File: config.mk
export PLATFORM = sky130hd
export DESIGN_NAME = processing_unit
export DESIGN_NICKNAME = d
export VERILOG_FILES = /design/src/rtl/processing_unit.sv
export SDC_FILE = /design/constraint.sdc
export NUM_CORES = 1
export LEC_CHECK = 0
export ABC_AREA = 1
export CAP_MARGIN = 10
export CORE_MARGIN = 5
export CORE_UTILIZATION = 60
export DETAILED_ROUTE_END_ITERATION = 12
export PLACE_DENSITY_LB_ADDON = 0.1
export SYNTH_ARGS = -nofsm -noshare
export SYNTH_HDL_FRONTEND = slang
export SYNTH_SLANG_ARGS = --single-unit
File: constraint.sdc
create_clock -name clk -period 4.9 [get_ports clk]
set_input_delay 0.98 -clock clk [delete_from_list [all_inputs] [get_ports clk]]
set_output_delay 0.98 -clock clk [all_outputs]
set_load 0.1 [all_outputs]
File: src/rtl/processing_unit.sv
// Datapath of the RISC stored-program machine: general registers, PC, IR,
// address register, ALU operand/flag registers, the two bus muxes and the ALU.
module processing_unit #(
    parameter int word_size = 8,
    parameter int op_size   = 4,
    parameter int sel1_size = 3,
    parameter int sel2_size = 2
) (
    input  logic                 clk,
    input  logic                 rst,
    input  logic                 Load_R0,
    input  logic                 Load_R1,
    input  logic                 Load_R2,
    input  logic                 Load_R3,
    input  logic                 Load_PC,
    input  logic                 Inc_PC,
    input  logic                 Load_IR,
    input  logic                 Load_Add_R,
    input  logic                 Load_Reg_Y,
    input  logic                 Load_Reg_Z,
    input  logic [sel1_size-1:0] Sel_Bus_1_Mux,
    input  logic [sel2_size-1:0] Sel_Bus_2_Mux,
    input  logic [word_size-1:0] mem_word,
    output logic [word_size-1:0] instruction,
    output logic                 zero,
    output logic [word_size-1:0] address,
    output logic [word_size-1:0] Bus_1
);

    localparam logic [op_size-1:0] OP_ADD = op_size'(1);
    localparam logic [op_size-1:0] OP_SUB = op_size'(2);
    localparam logic [op_size-1:0] OP_AND = op_size'(3);
    localparam logic [op_size-1:0] OP_NOT = op_size'(4);

    logic [word_size-1:0] r0, r1, r2, r3;
    logic [word_size-1:0] pc, ir, add_r, reg_y;
    logic                 reg_z;
    logic [word_size-1:0] bus_2;
    logic [word_size-1:0] alu_out;
    logic                 alu_zero;
    logic [op_size-1:0]   opcode;

    assign opcode      = ir[word_size-1 -: op_size];
    assign instruction = ir;
    assign zero        = reg_z;
    assign address     = add_r;

    // NOTE: every combinational output gets a default first so no select
    // value can leave it unassigned and infer a latch.
    always_comb begin
        Bus_1 = '0;
        case (Sel_Bus_1_Mux)
            sel1_size'(0): Bus_1 = r0;
            sel1_size'(1): Bus_1 = r1;
            sel1_size'(2): Bus_1 = r2;
            sel1_size'(3): Bus_1 = r3;
            sel1_size'(4): Bus_1 = pc;
            default:       Bus_1 = '0;
        endcase
    end

    always_comb begin
        bus_2 = '0;
        case (Sel_Bus_2_Mux)
            sel2_size'(0): bus_2 = alu_out;
            sel2_size'(1): bus_2 = Bus_1;
            sel2_size'(2): bus_2 = mem_word;
            default:       bus_2 = '0;
        endcase
    end

    // Operand Y always comes from Reg_Y, operand B from Bus_1; SUB is B - Y.
    always_comb begin
        alu_out = '0;
        case (opcode)
            OP_ADD:  alu_out = reg_y + Bus_1;
            OP_SUB:  alu_out = Bus_1 - reg_y;
            OP_AND:  alu_out = reg_y & Bus_1;
            OP_NOT:  alu_out = ~Bus_1;
            default: alu_out = '0;
        endcase
    end

    assign alu_zero = (alu_out == '0);

    // NOTE: state registers use non-blocking assignments so a register that is
    // both the Bus_1 source and the load target captures its pre-edge value.
    always_ff @(posedge clk or negedge rst) begin
        if (!rst) begin
            r0    <= '0;
            r1    <= '0;
            r2    <= '0;
            r3    <= '0;
            ir    <= '0;
            add_r <= '0;
            reg_y <= '0;
            reg_z <= 1'b0;
        end else begin
            if (Load_R0)    r0    <= bus_2;
            if (Load_R1)    r1    <= bus_2;
            if (Load_R2)    r2    <= bus_2;
            if (Load_R3)    r3    <= bus_2;
            if (Load_IR)    ir    <= bus_2;
            if (Load_Add_R) add_r <= bus_2;
            if (Load_Reg_Y) reg_y <= bus_2;
            if (Load_Reg_Z) reg_z <= alu_zero;
        end
    end

    // Load_PC takes priority over Inc_PC; increment wraps at the word width.
    always_ff @(posedge clk or negedge rst) begin
        if (!rst) begin
            pc <= '0;
        end else if (Load_PC) begin
            pc <= bus_2;
        end else if (Inc_PC) begin
            pc <= pc + word_size'(1);
        end
    end

endmodule

==> results by group <==
Timing
  • Period minus WS final: 4200 ps
  • Setup Viol. Count Final: 0
  • Unrepaired setup endpoints after global routing: no
  • Transition at the pin with the smallest max-transition slack: 982 ps
  • Largest clock skew in the final design: 9.05 ps
  • Max Clk Rate: 238 MHz
  • Final Hold Viols: 0
  • Final-layout worst hold slack: 490 ps
  • Post-Route Setup TNS: 0 ps
  • Fin. max-slew vios: 0
  • Worst setup slack after layout: 697 ps
  • Max transition margin: 34.3%
  • Final period utilization: 85.8%

Die
  • Die Ht: 90.3 µm
  • Die span in x: 90.3 µm
  • Core area: 6310 µm²
  • Number of top-level pins: 50
  • Starting density of the core: 61.3%
  • Die area: 8160 µm²
  • Number of cell rows: 29

Critical path
  • Crit Reg-Reg Startpoint: pc[0]$_DFFE_PN0P_
  • Type of the worst setup path: in -> reg
  • Element type at the critical path end: register
  • Setup slack of the worst register-to-register path: 1860 ps
  • Depth of the most critical reg-to-reg path: 17
  • Largest fanout of any net on the critical path: 8
  • Arr. time, crit path: 4460 ps
  • Startpoint Class: input pin
  • Endpoint required time on the critical path: 5160 ps
  • FF-to-FF End: r1[4]$_DFFE_PN0P_

Place
  • Number of buffers inserted by port buffering: 49
  • Weighted congestion reported at the end of routability-driven placement: 1.02
  • Worst slack after detailed placement: 476 ps
  • DP Cell Count: 656
  • Half-perimeter wire length of the detailed placement result: 8440 µm

Worst hold path
  • Worst min-delay path endpoint: zero$_DFFE_PN0P_
  • Hold/Removal Path Class: reg -> reg
  • WHS Path Cells: 2
  • Worst min-delay path startpoint: zero$_DFFE_PN0P_

Detailed routing
  • Routed wire length: 11400 µm
  • Antenna viol nets, final: 0
  • WL/cell: 17.0 µm
  • Initial detailed-routing violation count: 333
  • Vias per inst: 5.71
  • Via Count: 3835
  • Remaining DRCs: 0
  • Detailed-routing iteration count for the pre-antenna-repair pass: 5

Synth
  • Most common library cells after synthesis: sky130_fd_sc_hd__nand2_1 (178), sky130_fd_sc_hd__inv_1 (73), sky130_fd_sc_hd__dfrtp_1 (65)
  • Area of the mapped netlist: 3870 µm²
  • Fraction of registers with async set or reset after synthesis: 100%
  • Number of synthesized flops with an enable pin: 0
  • Netlist cell types: 33
  • Post-synthesis sequential area ratio: 42.0%
  • Post-Syn Nets: 571
  • Top-area cell type share of the netlist area: 42.0%
  • Average instance area after synthesis: 7.24 µm²
  • Flop and latch count out of synthesis: 65
  • Cells after synthesis: 535
  • Yosys warning total: 0
  • Library cell with the largest summed area after synthesis: sky130_fd_sc_hd__dfrtp_1
  • Main area contributors after synthesis: sky130_fd_sc_hd__dfrtp_1 (42%), sky130_fd_sc_hd__nand2_1 (17%), sky130_fd_sc_hd__inv_1 (7.1%)
  • Most numerous cell in the Yosys netlist: sky130_fd_sc_hd__nand2_1
  • Most used flip-flop cell after synthesis: sky130_fd_sc_hd__dfrtp_1

Clock tree
  • Num Clock Sinks: 65
  • Clock insertion delay at the later pin of the skew report: 350 ps
  • Hold-fix buffer count after cts: 0
  • Root Buffer: sky130_fd_sc_hd__clkbuf_8
  • Post-CTS setup repair buffer count: 0
  • Post-cts gate resize count: 0
  • Register clock-pin slew on the reported worst setup and hold paths: 80 ps
  • Maximum clock insertion buffer count: 2
  • Clock buffer count from CTS: 9
  • Clock tree from TritonCTS: built
  • Level count of the clock H-tree: 3

Global route
  • First-pass GRT wire length: 19000 µm
  • Pin count of the biggest net entering global routing: 35
  • Total global-route track usage: 29.0%
  • Gr ovfl total: 0
  • Initial antenna violation count: 0
  • Vias in the first global route: 3865

Power
  • Leakage power of the design: 0.00237 µW
  • Worst vdd rail ir drop: 0.360 mV
  • Power density of the placed cells: 454 nW/µm²

Status
  • Run status: completed

Cells and area
  • Footprint of the flip-flops and latches: 1630 µm²
  • Multi-input combinational cell area: 1900 µm²
  • Area added between synthesis and finish: 19.6%
  • Layout cells sized above 1: 9.92%
  • Count of antenna diodes in the layout: 0
  • Number of nets in the finished design: 626
  • Filler cells: 511
  • Count of non-filler cells in the finished layout: 672

Flow run
  • Max Cap Viol: 0
==> per-layer routing <==
metal / vias up / share of wire [%] / global-route usage [%]
met4: 0 / 2.9 / 12.4
met3: 26 / 8.4 / 5.75
met2: 206 / 47 / 45.6
li1: 1822 / - / -
met5: - / 0 / 0
met1: 1781 / 42 / 39.0
==> kinds of logic (layout without fill, tap and decap cells) <==
kind of cell             after synthesis  in the layout  synth area share, %
AO/OA/AOI/OAI                         91             91                 13.9
adder cells (fa/ha/maj)               11             11                 3.75
AND/OR/NAND/NOR                      268            268                 29.2
XOR/XNOR                              10             10                 2.26
flip-flops                            65             65                 42.0
buffers and inverters                 90            150                 8.85
==> layout by cell type (no fill, tap or decap), types with 2 or more instances in the layout <==
master and count:
sky130_fd_sc_hd__clkbuf_8 10, sky130_fd_sc_hd__buf_4 11, sky130_fd_sc_hd__xor2_1 10, sky130_fd_sc_hd__o21ai_2 4
sky130_fd_sc_hd__o211ai_1 2, sky130_fd_sc_hd__a22oi_2 2, sky130_fd_sc_hd__inv_1 73, sky130_fd_sc_hd__dfrtp_1 65
sky130_fd_sc_hd__a21oi_1 12, sky130_fd_sc_hd__o21ai_1 26, sky130_fd_sc_hd__nor2_1 37, sky130_fd_sc_hd__ha_1 10
sky130_fd_sc_hd__nor3_1 4, sky130_fd_sc_hd__inv_2 8, sky130_fd_sc_hd__nand4_1 5, sky130_fd_sc_hd__clkinvlp_4 2
sky130_fd_sc_hd__clkdlybuf4s50_1 40, sky130_fd_sc_hd__nor2_4 2, sky130_fd_sc_hd__or2_2 2, sky130_fd_sc_hd__o22ai_1 6
sky130_fd_sc_hd__a31oi_1 7, sky130_fd_sc_hd__inv_6 2, sky130_fd_sc_hd__o21ai_0 20, sky130_fd_sc_hd__o31ai_1 3
sky130_fd_sc_hd__nand2_1 178, sky130_fd_sc_hd__nand3_2 4, sky130_fd_sc_hd__o221ai_1 2, sky130_fd_sc_hd__a22oi_1 6
sky130_fd_sc_hd__nand2_2 7, sky130_fd_sc_hd__nand3_1 26
==> where the power goes <==
group	total (µW)	switching, µW	internal, µW	leakage [µW]
Sequential	686	60.0	626	0.000841
Combinational	925	666	258	0.00143
Clock	495	239	256	0.000101
==> per-stage QoR <==
stage	cell area (µm²)	power [µW]	util [%]
floorplan	3870	1350	-
global placement	4420	1590	70.0
detailed placement	4420	1610	70.0
CTS	4630	2100	73.4
global route	4630	2230	73.4
finish	4630	2110	73.4
==> critical path, stage by stage <==
cell                              delay [ps]
sky130_fd_sc_hd__clkdlybuf4s50_1         690
sky130_fd_sc_hd__nand3_2                 240
sky130_fd_sc_hd__o22ai_1                 240
sky130_fd_sc_hd__inv_1                    80
sky130_fd_sc_hd__nand2_1                 150
sky130_fd_sc_hd__inv_1                    60
sky130_fd_sc_hd__ha_1                    220
sky130_fd_sc_hd__fa_1                    360
sky130_fd_sc_hd__inv_1                   100
sky130_fd_sc_hd__nand3_1                 110
sky130_fd_sc_hd__nand2_1                 110
sky130_fd_sc_hd__xor2_1                  150
sky130_fd_sc_hd__nand2_1                  60
sky130_fd_sc_hd__o31ai_1                  60
sky130_fd_sc_hd__a21oi_1                 100
sky130_fd_sc_hd__o21ai_2                 510
sky130_fd_sc_hd__nand2_1                 110
sky130_fd_sc_hd__o21ai_0                 100
==> sequential cells by signal, indices dropped and copies added (netlist names) <==
register / flops
address: 8
instruction: 8
pc: 8
r0: 8
r1: 8
r2: 8
r3: 8
reg_y: 8
zero: 1
==> final cells by class <==
| cell class | count | share of cell area [%] |
|---|---|---|
| Multi-Input combinational cell | 380 | 41.1 |
| Clock inverter | 6 | 1.59 |
| Tap cell | 77 | 2.08 |
| Inverter | 82 | 6.64 |
| Clock buffer | 10 | 2.97 |
| Sequential cell | 65 | 35.1 |
| Timing Repair Buffer | 52 | 10.5 |
==> worst max-delay path by stage <==
| stage | depth (start not counted) | start | endpoint |
|---|---|---|---|
| 2_1_floorplan | 15 | Sel_Bus_1_Mux[2] | address[7]$_DFFE_PN0P_ |
| 3_3_place_gp | 18 | Sel_Bus_1_Mux[1] | instruction[4]$_DFFE_PN0P_ |
| 3_5_place_dp | 18 | Sel_Bus_1_Mux[1] | address[4]$_DFFE_PN0P_ |
| 4_1_cts | 18 | Sel_Bus_1_Mux[1] | r1[4]$_DFFE_PN0P_ |
| 5_1_grt | 18 | Sel_Bus_1_Mux[1] | r1[4]$_DFFE_PN0P_ |
| 6_report | 18 | Sel_Bus_1_Mux[1] | r1[4]$_DFFE_PN0P_ |
(Power assumes the default switching activity.)
